<file path="config.mk">
export PLATFORM = sky130hd
export DESIGN_NAME = display_scan_decoder
export DESIGN_NICKNAME = d
export VERILOG_FILES = /design/src/rtl/display_pkg.sv /design/src/rtl/display_scan_decoder_glyph_rom.sv /design/src/rtl/display_scan_decoder.sv
export SDC_FILE = /design/constraint.sdc
export NUM_CORES = 1
export LEC_CHECK = 0
export ABC_AREA = 1
export BUFFER_PORTS_ARGS = -buffer_cell sky130_fd_sc_hd__buf_2
export CAP_MARGIN = 30
export CORE_ASPECT_RATIO = 0.5
export CORE_UTILIZATION = 60
export CTS_CLUSTER_DIAMETER = 50
export DETAILED_ROUTE_END_ITERATION = 8
export GPL_TIMING_DRIVEN = 0
export HOLD_SLACK_MARGIN = 0.08
export PLACE_DENSITY = 0.82
export SYNTH_ARGS = -nofsm -noshare
export SYNTH_HDL_FRONTEND = slang
export SYNTH_SLANG_ARGS = --single-unit
</file>
<file path="constraint.sdc">
create_clock -name clock -period 2.15 [get_ports clock]
set_input_delay 0.215 -clock clock [delete_from_list [all_inputs] [get_ports clock]]
set_output_delay 0.215 -clock clock [all_outputs]
set_load 0.05 [all_outputs]
</file>
<file path="src/rtl/display_pkg.sv">
// Shared definitions for the multiplexed 7-segment message display:
// active-low glyphs, the code-to-message table, code constants and the
// digit-scan state type.
package display_pkg;

  // Glyphs, active-low, bit order {g,f,e,d,c,b,a}
  localparam logic [6:0] GLY_A     = 7'h08;
  localparam logic [6:0] GLY_C     = 7'h46;
  localparam logic [6:0] GLY_E     = 7'h06;
  localparam logic [6:0] GLY_F     = 7'h0E;
  localparam logic [6:0] GLY_G     = 7'h42;
  localparam logic [6:0] GLY_H     = 7'h09;
  localparam logic [6:0] GLY_I     = 7'h79;
  localparam logic [6:0] GLY_L     = 7'h47;
  // There is no true M on seven segments; a, c and e together read as one.
  localparam logic [6:0] GLY_M     = 7'h6A;
  localparam logic [6:0] GLY_N     = 7'h48;
  localparam logic [6:0] GLY_O     = 7'h40;
  localparam logic [6:0] GLY_P     = 7'h0C;
  localparam logic [6:0] GLY_R     = 7'h2F;
  localparam logic [6:0] GLY_T     = 7'h07;
  localparam logic [6:0] GLY_U     = 7'h41;
  localparam logic [6:0] GLY_DASH  = 7'h3F;
  localparam logic [6:0] GLY_BLANK = 7'h7F;

  // Message codes with special meaning
  localparam logic [3:0] COD_OCIO = 4'h0;
  localparam logic [3:0] COD_ERRO = 4'hF;

  // Messages packed {D3,D2,D1,D0}, D3 is the leftmost digit
  localparam logic [27:0] MSG_DASH = {GLY_DASH, GLY_DASH, GLY_DASH, GLY_DASH};
  localparam logic [27:0] MSG_CAFE = {GLY_C, GLY_A, GLY_F, GLY_E};
  localparam logic [27:0] MSG_LEIT = {GLY_L, GLY_E, GLY_I, GLY_T};
  localparam logic [27:0] MSG_CHOC = {GLY_C, GLY_H, GLY_O, GLY_C};
  localparam logic [27:0] MSG_AGUA = {GLY_A, GLY_G, GLY_U, GLY_A};
  localparam logic [27:0] MSG_PAGO = {GLY_P, GLY_A, GLY_G, GLY_O};
  localparam logic [27:0] MSG_TROC = {GLY_T, GLY_R, GLY_O, GLY_C};
  localparam logic [27:0] MSG_PRON = {GLY_P, GLY_R, GLY_O, GLY_N};
  localparam logic [27:0] MSG_FIM  = {GLY_F, GLY_I, GLY_M, GLY_BLANK};
  localparam logic [27:0] MSG_ERRO = {GLY_E, GLY_R, GLY_R, GLY_O};

  // Code-indexed message table; the concatenation lists entry 15 first
  localparam logic [15:0][27:0] MSG_TABLE = {
    MSG_ERRO,                                         // F
    MSG_DASH, MSG_DASH, MSG_DASH,                     // E D C
    MSG_DASH, MSG_DASH, MSG_DASH,                     // B A 9
    MSG_FIM,  MSG_PRON, MSG_TROC, MSG_PAGO,           // 8 7 6 5
    MSG_AGUA, MSG_CHOC, MSG_LEIT, MSG_CAFE,           // 4 3 2 1
    MSG_DASH                                          // 0
  };

  // Digit-scan states; the encoding equals the digit index
  typedef enum logic [1:0] {
    D0 = 2'd0,
    D1 = 2'd1,
    D2 = 2'd2,
    D3 = 2'd3
  } digit_e;

  // Scan order runs left to right: D3, D2, D1, D0, then back to D3
  function automatic digit_e next_digit(input digit_e d);
    case (d)
      D3:      return D2;
      D2:      return D1;
      D1:      return D0;
      default: return D3;
    endcase
  endfunction

  // Active-low one-hot anode enable for a digit
  function automatic logic [3:0] anode_of(input digit_e d);
    case (d)
      D3:      return 4'b0111;
      D2:      return 4'b1011;
      D1:      return 4'b1101;
      default: return 4'b1110;
    endcase
  endfunction

endpackage

</file>
<file path="src/rtl/display_scan_decoder_glyph_rom.sv">
// Combinational lookup of the glyph shown on one digit of a message.
module glyph_rom
  import display_pkg::*;
(
  input  logic [3:0] code,
  input  logic [1:0] digit,
  output logic [6:0] glyph
);

  logic [27:0] entry;

  // Select the message for the code, then the slice for the digit
  always_comb begin
    entry = MSG_TABLE[code];
    glyph = GLY_BLANK;
    case (digit)
      2'd3:    glyph = entry[27:21];
      2'd2:    glyph = entry[20:14];
      2'd1:    glyph = entry[13:7];
      default: glyph = entry[6:0];
    endcase
  end

endmodule

</file>
<file path="src/rtl/display_scan_decoder.sv">
// Drives the 4-digit multiplexed 7-segment display from the 4-bit message
// code: captures the code, scans the digits on a prescaled tick and blinks
// the error message.
module display_scan_decoder
  import display_pkg::*;
#(
  parameter int SCAN_DIV    = 50000,
  parameter int BLINK_TICKS = 250
) (
  input  logic       clock,
  input  logic       reset,
  input  logic [3:0] bitsDisplay,
  output logic [6:0] segmentos,
  output logic [3:0] anodos,
  output logic       erro
);

  localparam int PW = (SCAN_DIV > 1) ? $clog2(SCAN_DIV) : 1;
  localparam int BW = (BLINK_TICKS > 1) ? $clog2(BLINK_TICKS) : 1;
  localparam logic [PW-1:0] PRESC_LAST = PW'(SCAN_DIV - 1);
  localparam logic [BW-1:0] BLINK_LAST = BW'(BLINK_TICKS - 1);

  logic [3:0]    code_q, code_d;
  logic          erro_q, erro_d;
  logic [PW-1:0] presc_q, presc_d;
  digit_e        digit_q, digit_d;
  logic [BW-1:0] blink_cnt_q, blink_cnt_d;
  logic          blink_on_q, blink_on_d;
  logic [3:0]    anodos_q, anodos_d;
  logic [6:0]    segmentos_q, segmentos_d;

  logic          scan_tick;
  logic          restart;
  logic [6:0]    rom_glyph;

  // The glyph is looked up with the incoming code so that a code change
  // landing on a scan tick is shown straight away.
  glyph_rom u_glyph_rom (
    .code  (bitsDisplay),
    .digit (digit_q),
    .glyph (rom_glyph)
  );

  // Next-state logic for prescaler, digit scan, blink and output registers.
  // digit_q names the digit that is lit on the next scan tick.
  always_comb begin
    scan_tick   = (presc_q == PRESC_LAST);
    restart     = (bitsDisplay != code_q);

    code_d      = bitsDisplay;
    erro_d      = (bitsDisplay == COD_ERRO);
    presc_d     = scan_tick ? '0 : presc_q + PW'(1);

    digit_d     = digit_q;
    blink_cnt_d = blink_cnt_q;
    blink_on_d  = blink_on_q;
    anodos_d    = anodos_q;
    segmentos_d = segmentos_q;

    // A new message always restarts visible; only the error message blinks
    if (restart || (code_q != COD_ERRO)) begin
      blink_cnt_d = '0;
      blink_on_d  = 1'b1;
    end else if (scan_tick) begin
      if (blink_cnt_q == BLINK_LAST) begin
        blink_cnt_d = '0;
        blink_on_d  = ~blink_on_q;
      end else begin
        blink_cnt_d = blink_cnt_q + BW'(1);
      end
    end

    // The scan keeps advancing while dark so the phase is never lost
    if (scan_tick) begin
      digit_d = next_digit(digit_q);
      if (restart || blink_on_q) begin
        anodos_d    = anode_of(digit_q);
        segmentos_d = rom_glyph;
      end else begin
        anodos_d    = 4'hF;
        segmentos_d = GLY_BLANK;
      end
    end
  end

  // State and registered outputs, asynchronously cleared
  always_ff @(posedge clock or posedge reset) begin
    if (reset) begin
      code_q      <= COD_OCIO;
      erro_q      <= 1'b0;
      presc_q     <= '0;
      digit_q     <= D3;
      blink_cnt_q <= '0;
      blink_on_q  <= 1'b1;
      anodos_q    <= 4'hF;
      segmentos_q <= GLY_BLANK;
    end else begin
      code_q      <= code_d;
      erro_q      <= erro_d;
      presc_q     <= presc_d;
      digit_q     <= digit_d;
      blink_cnt_q <= blink_cnt_d;
      blink_on_q  <= blink_on_d;
      anodos_q    <= anodos_d;
      segmentos_q <= segmentos_d;
    end
  end

  assign segmentos = segmentos_q;
  assign anodos    = anodos_q;
  assign erro      = erro_q;

endmodule

</file>
# --- Yosys cells after proc, flatten, opt, wreduce, memory -nomap -nowiden ---
# Memory sizes are Yosys's and may differ from the RTL's.
# Index checks and enable logic that the tools add are counted.
classes:
  addsub: 2
  magnitude_cmp: 1
  n_eq_ne: 8
  muxes: 13
  bitwise: 1
  n_reduce_logical: 5
op_table:
  columns: ["cell", "count"]
  rows:
  - ["$mux 28", 1]
  - ["$mux 8", 3]
  - ["$pmux 7 s3", 1]
  - ["$add 16x1->16 const B", 1]
  - ["$eq 16x16->1 const B", 1]
  - ["$mux 16", 1]
  - ["$pmux 4 s3", 1]
  - ["$add 8x1->8 const B", 1]
  - ["$eq 8x8->1 const B", 1]
  - ["$mux 7", 1]
  - ["$pmux 2 s3", 1]
  - ["$lt 4x5->1 const B", 1]
  - ["$eq 2x2->1 const B", 2]
  - ["$eq 4x4->1 const B", 1]
  - ["$mux 4", 1]
  - ["$ne 4x4->1", 1]
  - ["$ne 4x4->1 const B", 1]
  - ["$reduce_bool 2->1", 2]
  - ["$mux 1", 3]
  - ["$eq 2x1->1 const B", 1]
  - ["$logic_or 1x1->1", 2]
  - ["$reduce_and 2->1", 1]
  - ["$not 1->1", 1]
word_totals:
  reg_bits: 43
  rom_bits: 448
  inputBits: 6
  elab_cells: 39
  memories: 1
memory_table:
  columns: ["name", "words", "width", "rd", "rd_clocked_by_memory_dff", "wr", "line_no", "source"]
  rows:
  - ["(no name shown)", 16, 28, 1, 0, 0, "display_scan_decoder_glyph_rom.sv:14", "entry = MSG_TABLE[code];"]

# --- Longest topological paths before layout ---
depth:
  word_depth: 4
  mapped_depth: 12

# --- Hierarchy ---
# Synthesis repeated with hierarchy kept, for this count alone.
hier_totals:
  cells_unflattened: 369
  hier_area_um2: 2710.1
by_module_without_submodules:
  columns: ["mod", "instances", "cells_per_inst", "area_per_inst_um2", "seq_area_each_um2"]
  rows:
  - ["display_scan_decoder", 1, 267, 2195.9, 1093.5]
  - ["glyph_rom", 1, 102, 514.2, 0.0]

# --- Worst setup path before layout ---
# Ideal clock, no wire load.
synth_path:
  path_kind: "register to register"
  start: "reg digit_q[0]"
  end: "reg segmentos_q[0], in the netlist segmentos[0]"
  setup_time_ns: 0.087
  arrival_time_ns: 1.519
  t_required_ns: 2.063
  setup_slack_ns: 0.545
  stages_incl_launch_ff: 10
  n_path_buf: 1
  path_cell_list: "dfstp_2 -> inv_1 -> ha_1 -> clkbuf_1 -> inv_1 -> nand2_1 -> o22ai_1 -> nand3_1 -> o31ai_1 -> a21oi_1"
synth_via:
  elab_chain_len: 3
  elab_cells_between_ends: 5
synth_lines:
  columns: ["item", "line_no", "source"]
  rows:
  - ["start: declaration", "display_scan_decoder.sv:26", "digit_e digit_q, digit_d;"]
  - ["start signal: assignment", "display_scan_decoder.sv:101", "digit_q <= digit_d;"]
  - ["$eq 2x1->1 or $eq 2x2->1 (tied branches)", "display_scan_decoder_glyph_rom.sv:16", "case (digit)"]
  - ["$pmux 7 s3 *", "display_scan_decoder_glyph_rom.sv:16", null]
  - ["$mux 7 *", "display_scan_decoder.sv:76", "if (restart || blink_on_q) begin"]
  - ["end signal: assignment", "display_scan_decoder.sv:105", "segmentos_q <= segmentos_d;"]
  - ["end: declaration", "display_scan_decoder.sv:30", "logic [6:0] segmentos_q, segmentos_d;"]
# Every way passes the cells marked *; elsewhere a longest branch is shown, timed or not.
# A chain may end at the register's enable or synchronous reset.

# --- Worst setup path in the final report ---
# Same ends and word-level chain as after synthesis.

==> flow_summary.html <==
<table>
<tr><th>Metric</th><th>Value</th></tr>
<tr><th colspan="2">Routing</th></tr>
<tr><td>Metal2 WL</td><td>about 2.7 mm</td></tr>
<tr><td>Detailed Route WL</td><td>around 5.6 mm</td></tr>
<tr><td>Met1 wire length</td><td>approximately 2.6 mm</td></tr>
<tr><td>Antenna Violating Nets Remaining</td><td>0</td></tr>
<tr><td>First drt pass iteration count</td><td>4</td></tr>
<tr><td>Drc violations</td><td>0</td></tr>
<tr><td>DRC violation total after the first TritonRoute iteration</td><td>140</td></tr>
<tr><td>Routed length on met3</td><td>about 220 um</td></tr>
<tr><td>Via density per instance</td><td>between 5 and 6</td></tr>
<tr><td>Total via count after detailed routing</td><td>about 2,300</td></tr>
<tr><td>Wire per inst</td><td>approximately 13 um</td></tr>
<tr><td>Highest metal layer with signal wires</td><td>met4</td></tr>
<tr><th colspan="2">Synthesis</th></tr>
<tr><td>Summed instance area of the synthesized netlist</td><td>about 2700 um^2</td></tr>
<tr><td>Syn Nets</td><td>around 370</td></tr>
<tr><td>Most instantiated flip-flop cell in the synthesis netlist</td><td>sky130_fd_sc_hd__dfrtp_1</td></tr>
<tr><td>Fraction of the mapped netlist area in compound gates</td><td>a little under a tenth</td></tr>
<tr><td>Synthesis-stage register bit count</td><td>43</td></tr>
<tr><td>Average cell area after synthesis</td><td>~7.7 um^2</td></tr>
<tr><td>Post-synth cell types</td><td>33</td></tr>
<tr><td>Simple-gate portion of the synthesized area</td><td>between 30% and 40%</td></tr>
<tr><td>Seq/Total Area, Yosys</td><td>about 41%</td></tr>
<tr><td>Cells after synthesis</td><td>about 340</td></tr>
<tr><td>Fraction of registers with async set/reset</td><td>100%</td></tr>
<tr><td>Cell types with the largest area share after synthesis</td><td>sky130_fd_sc_hd__dfrtp_1 27%, sky130_fd_sc_hd__dfstp_2 14%, sky130_fd_sc_hd__nand2_1 9.9%</td></tr>
<tr><td>Area fraction of the dominant cell type after synthesis</td><td>27.3%</td></tr>
<tr><td>Adder-cell share of the synthesized area</td><td>7.54%</td></tr>
<tr><td>Cell type with the highest aggregate area in the netlist</td><td>sky130_fd_sc_hd__dfrtp_1</td></tr>
<tr><td>Main combinational cell family by area after synthesis</td><td>simple AND/OR/NAND/NOR gates</td></tr>
<tr><td>Count of yosys warnings during synthesis</td><td>0</td></tr>
<tr><td>Multiplexer area fraction after synthesis</td><td>0%</td></tr>
<tr><td>Leading cell types by count after synthesis</td><td>70 x sky130_fd_sc_hd__nand2_1, 50 x sky130_fd_sc_hd__nor2_1, 42 x sky130_fd_sc_hd__inv_1</td></tr>
<tr><td>Most common cell in the synthesized netlist</td><td>sky130_fd_sc_hd__nand2_1</td></tr>
<tr><td>Post-Synth XOR/XNOR Area</td><td>approximately 3.6%</td></tr>
<tr><td>Count of flip-flops with a built-in enable after synthesis</td><td>0</td></tr>
<tr><th colspan="2">Hold path</th></tr>
<tr><td>HP Class</td><td>input port to flip-flop</td></tr>
<tr><th colspan="2">Worst setup path</th></tr>
<tr><td>Buffers and inverters on the worst path</td><td>3</td></tr>
<tr><td>Worst path required time</td><td>~2.4 ns</td></tr>
<tr><td>Worst path most repeated cell</td><td>sky130_fd_sc_hd__inv_1</td></tr>
<tr><td>Worst reg-to-reg setup slack</td><td>about 0.28 ns</td></tr>
<tr><td>Top delay family on crit path</td><td>flip-flops</td></tr>
<tr><td>Crit start category</td><td>flip-flop</td></tr>
<tr><td>Library cell contributing the largest single delay on the critical path</td><td>sky130_fd_sc_hd__dfstp_2</td></tr>
<tr><td>Maximum cell stage delay along the critical path</td><td>around 0.59 ns</td></tr>
<tr><td>Worst path arrival time</td><td>2.09 ns</td></tr>
<tr><td>Critical path start-end classification</td><td>flip-flop to flip-flop</td></tr>
<tr><td>Ordered cell list for the critical path</td><td>inv_1 -&gt; ha_1 -&gt; clkbuf_1 -&gt; inv_1 -&gt; nand2_1 -&gt; o22ai_1 -&gt; nand3_1 -&gt; o31ai_1 -&gt; a21oi_1</td></tr>
<tr><td>Critical Path Sink Type</td><td>flip-flop</td></tr>
<tr><td>Crit-path max FO</td><td>10</td></tr>
<tr><th colspan="2">Layout</th></tr>
<tr><td>Ratio of cells with drive above 1 in the final layout</td><td>~17%</td></tr>
<tr><td>Synth-to-Final Area Change</td><td>11.1%</td></tr>
<tr><td>Fill cell total of the finished layout</td><td>roughly 320</td></tr>
<tr><td>Sequential cell area</td><td>around 1100 um^2</td></tr>
<tr><td>Number of nets in the layout</td><td>between 300 and 400</td></tr>
<tr><td>Antenna cells</td><td>0</td></tr>
<tr><td>Combined area of the multi-input logic cells</td><td>about 1300 um^2</td></tr>
<tr><td>Layout Cell Area excl Fill</td><td>around 2900 um^2</td></tr>
<tr><td>Final core utilization</td><td>between 70% and 80%</td></tr>
<tr><td>Number of cells in the finished layout apart from fillers</td><td>about 420</td></tr>
<tr><th colspan="2">Placed design</th></tr>
<tr><td>Input/output buffers</td><td>17</td></tr>
<tr><td>Worst setup slack after placement</td><td>0.269 ns</td></tr>
<tr><td>Final HPWL from detailed placement</td><td>about 4 mm</td></tr>
<tr><td>Placed cell areas</td><td>~2800 um^2</td></tr>
<tr><td>Dpl cells</td><td>414</td></tr>
<tr><td>Last weighted congestion value of the routability-driven placer</td><td>0.911</td></tr>
<tr><th colspan="2">Power and ir drop</th></tr>
<tr><td>Post-layout power</td><td>about 1.7 mW</td></tr>
<tr><td>Power density over cell area</td><td>approximately 570 nW/um^2</td></tr>
<tr><td>Standby leakage power</td><td>1.44 nW</td></tr>
<tr><td>IR Drop Worst-Case VDD</td><td>0.000347 V</td></tr>
<tr><th colspan="2">Clock network</th></tr>
<tr><td>Clock net sink count</td><td>43</td></tr>
<tr><td>CTS buffer count</td><td>5</td></tr>
<tr><td>Worst-path clk slew</td><td>approximately 0.080 ns</td></tr>
<tr><td>Number of cells upsized or downsized after cts</td><td>0</td></tr>
<tr><td>Clock latency reported for the late side of the worst-skew pair</td><td>approximately 0.3 ns</td></tr>
<tr><td>Clock tree root driver cell</td><td>sky130_fd_sc_hd__clkbuf_8</td></tr>
<tr><td>Clock Tree Buf Depth</td><td>2</td></tr>
<tr><td># H-tree levels</td><td>2</td></tr>
<tr><td>CTS tree</td><td>done</td></tr>
<tr><th colspan="2">Timing</th></tr>
<tr><td>Max-slew violation count</td><td>0</td></tr>
<tr><td>Number of failing setup endpoints in the final timing report</td><td>0</td></tr>
<tr><td>Unrepaired setup endpoints after global routing</td><td>no</td></tr>
<tr><td>Worst-case hold slack</td><td>about 0.1 ns</td></tr>
<tr><td>Final period util</td><td>between 80% and 90%</td></tr>
<tr><td>Transition time of the tightest slew-check pin</td><td>0.940 ns</td></tr>
<tr><td>Fmax</td><td>535 MHz</td></tr>
<tr><td>Worst Clk Skew</td><td>0.00572 ns</td></tr>
<tr><td>Total count of hold-check failures in the final report</td><td>0</td></tr>
<tr><td>Final worst setup slack</td><td>roughly 0.28 ns</td></tr>
<tr><td>Relative slew slack</td><td>37.2%</td></tr>
<tr><td>Clock period minus worst slack</td><td>around 1.9 ns</td></tr>
<tr><td>Total Neg Setup Slack</td><td>0 ns</td></tr>
<tr><th colspan="2">Run</th></tr>
<tr><td>Max-cap violations</td><td>0</td></tr>
<tr><th colspan="2">Die</th></tr>
<tr><td>Core area</td><td>slightly above 4000 um^2</td></tr>
<tr><td>Die Y</td><td>49.0 um</td></tr>
<tr><td>Total I/O pin count</td><td>18</td></tr>
<tr><td>Die boundary width</td><td>around 96 um</td></tr>
<tr><td>Floorplan die area</td><td>4710 um^2</td></tr>
<tr><td>Initial standard-cell utilization of the core</td><td>65.3%</td></tr>
<tr><td>Std-Cell Rows</td><td>16</td></tr>
<tr><th colspan="2">Global route</th></tr>
<tr><td>Total global routing track utilization</td><td>between 20% and 30%</td></tr>
<tr><td>Antenna violations before repair</td><td>0</td></tr>
<tr><td>Pin count of the biggest net entering global routing</td><td>44</td></tr>
<tr><td>Number of global-route vias before repair</td><td>2,199</td></tr>
<tr><td>Overall overflow remaining after global route</td><td>0</td></tr>
<tr><td>Global-route wire length before repair</td><td>9.74 mm</td></tr>
<tr><th colspan="2">Run status</th></tr>
<tr><td>Outcome</td><td>finished, final reports clean</td></tr>
</table>
[flip-flops by register name, indices dropped and copies added (netlist names)]
signal	cells
presc_q	16
blink_cnt_q	8
segmentos	7
anodos	4
code_q	4
digit_q	2
blink_on_q	1
erro	1
[report_power, final]
part	internal [mW]	leakage [nW]	total, mW	switching (mW)
Clock	0.464	0.0654	0.751	0.287
Combinational	0.0289	0.848	0.0989	0.0700
Sequential	0.814	0.528	0.817	0.00329
Total	1.31	1.44	1.67	0.360
[worst register-to-register path, cell delays in order (launching register included)]
cell,delay (ns)
sky130_fd_sc_hd__dfstp_2,0.59
sky130_fd_sc_hd__inv_1,0.10
sky130_fd_sc_hd__ha_1,0.21
sky130_fd_sc_hd__clkbuf_1,0.22
sky130_fd_sc_hd__inv_1,0.22
sky130_fd_sc_hd__nand2_1,0.07
sky130_fd_sc_hd__o22ai_1,0.12
sky130_fd_sc_hd__nand3_1,0.09
sky130_fd_sc_hd__o31ai_1,0.08
sky130_fd_sc_hd__a21oi_1,0.10
[cell usage in the layout, fill, tap and decap left out, types with 3 or more instances in the layout]
master / Yosys / routed
sky130_fd_sc_hd__o31ai_1: 4 / 4
sky130_fd_sc_hd__nor2_2: 3 / 3
sky130_fd_sc_hd__nor3_1: 9 / 9
sky130_fd_sc_hd__nand2_2: 3 / 3
sky130_fd_sc_hd__inv_1: 42 / 41
sky130_fd_sc_hd__a31oi_1: 4 / 4
sky130_fd_sc_hd__nand3_1: 24 / 24
sky130_fd_sc_hd__dfrtp_1: 29 / 29
sky130_fd_sc_hd__dfstp_2: 14 / 14
sky130_fd_sc_hd__nand2_1: 70 / 70
sky130_fd_sc_hd__xnor2_1: 3 / 3
sky130_fd_sc_hd__nand4_1: 6 / 6
sky130_fd_sc_hd__o21ai_0: 14 / 14
sky130_fd_sc_hd__ha_1: 16 / 16
sky130_fd_sc_hd__inv_2: 6 / 7
sky130_fd_sc_hd__nor4_1: 3 / 3
sky130_fd_sc_hd__buf_2: 3 / 20
sky130_fd_sc_hd__a21oi_1: 17 / 17
sky130_fd_sc_hd__nor2_4: 3 / 3
sky130_fd_sc_hd__clkbuf_8: 0 / 5
sky130_fd_sc_hd__nor2_1: 50 / 50
sky130_fd_sc_hd__xor2_1: 6 / 6
[worst paths after layout]
| kind | start | endpoint | cells past startpoint |
|---|---|---|---|
| max in group asynchronous | reset | blink_cnt_q[5]$_DFFE_PP0P_ | 2 |
| min | bitsDisplay[2] | code_q[2]$_DFF_PP0_ | 1 |
| max | digit_q[0]$_DFFE_PP1N_ | segmentos[0]$_DFFE_PP1N_ | 9 |
| min in group asynchronous | reset | presc_q[8]$_DFF_PP0_ | 2 |
| max reg2reg | digit_q[0]$_DFFE_PP1N_ | segmentos[0]$_DFFE_PP1N_ | 9 |
| min reg2reg | presc_q[0]$_DFF_PP0_ | presc_q[0]$_DFF_PP0_ | 1 |
[cells by family (layout without fill, tap and decap cells)]
logic type | count (synthesis) | count (layout)
flops | 43 | 43
simple gates | 176 | 176
xor+xnor | 10 | 10
compound gates | 44 | 44
buf+inv | 54 | 80
fa+ha+maj | 16 | 16
[per-layer routing]
layer / up-vias / track usage [%]
met3: 6 / 5.92
met2: 56 / 45.5
li1: 1153 / -
met1: 1109 / 36.0
met4: 0 / 8.46
met5: - / 0
[area by class of cell]
class / count / area share (%)
sequential: 43 / 37.1
clock inverter: 2 / 2.04
multi-input combinational: 246 / 45.4
clock buffer: 6 / 2.46
buffer: 6 / 1.40
inverter: 48 / 6.11
timing repair buffer: 18 / 3.22
tap: 54 / 2.29
[timing repair]
action | CTS | global route
setup buffers | 0 | 0
hold buffers | 1 | 0
hold endpoints to repair | 1 | 0
endpoints found under the setup margin | 0 | 0
Power figures use the tool's default switching activity.
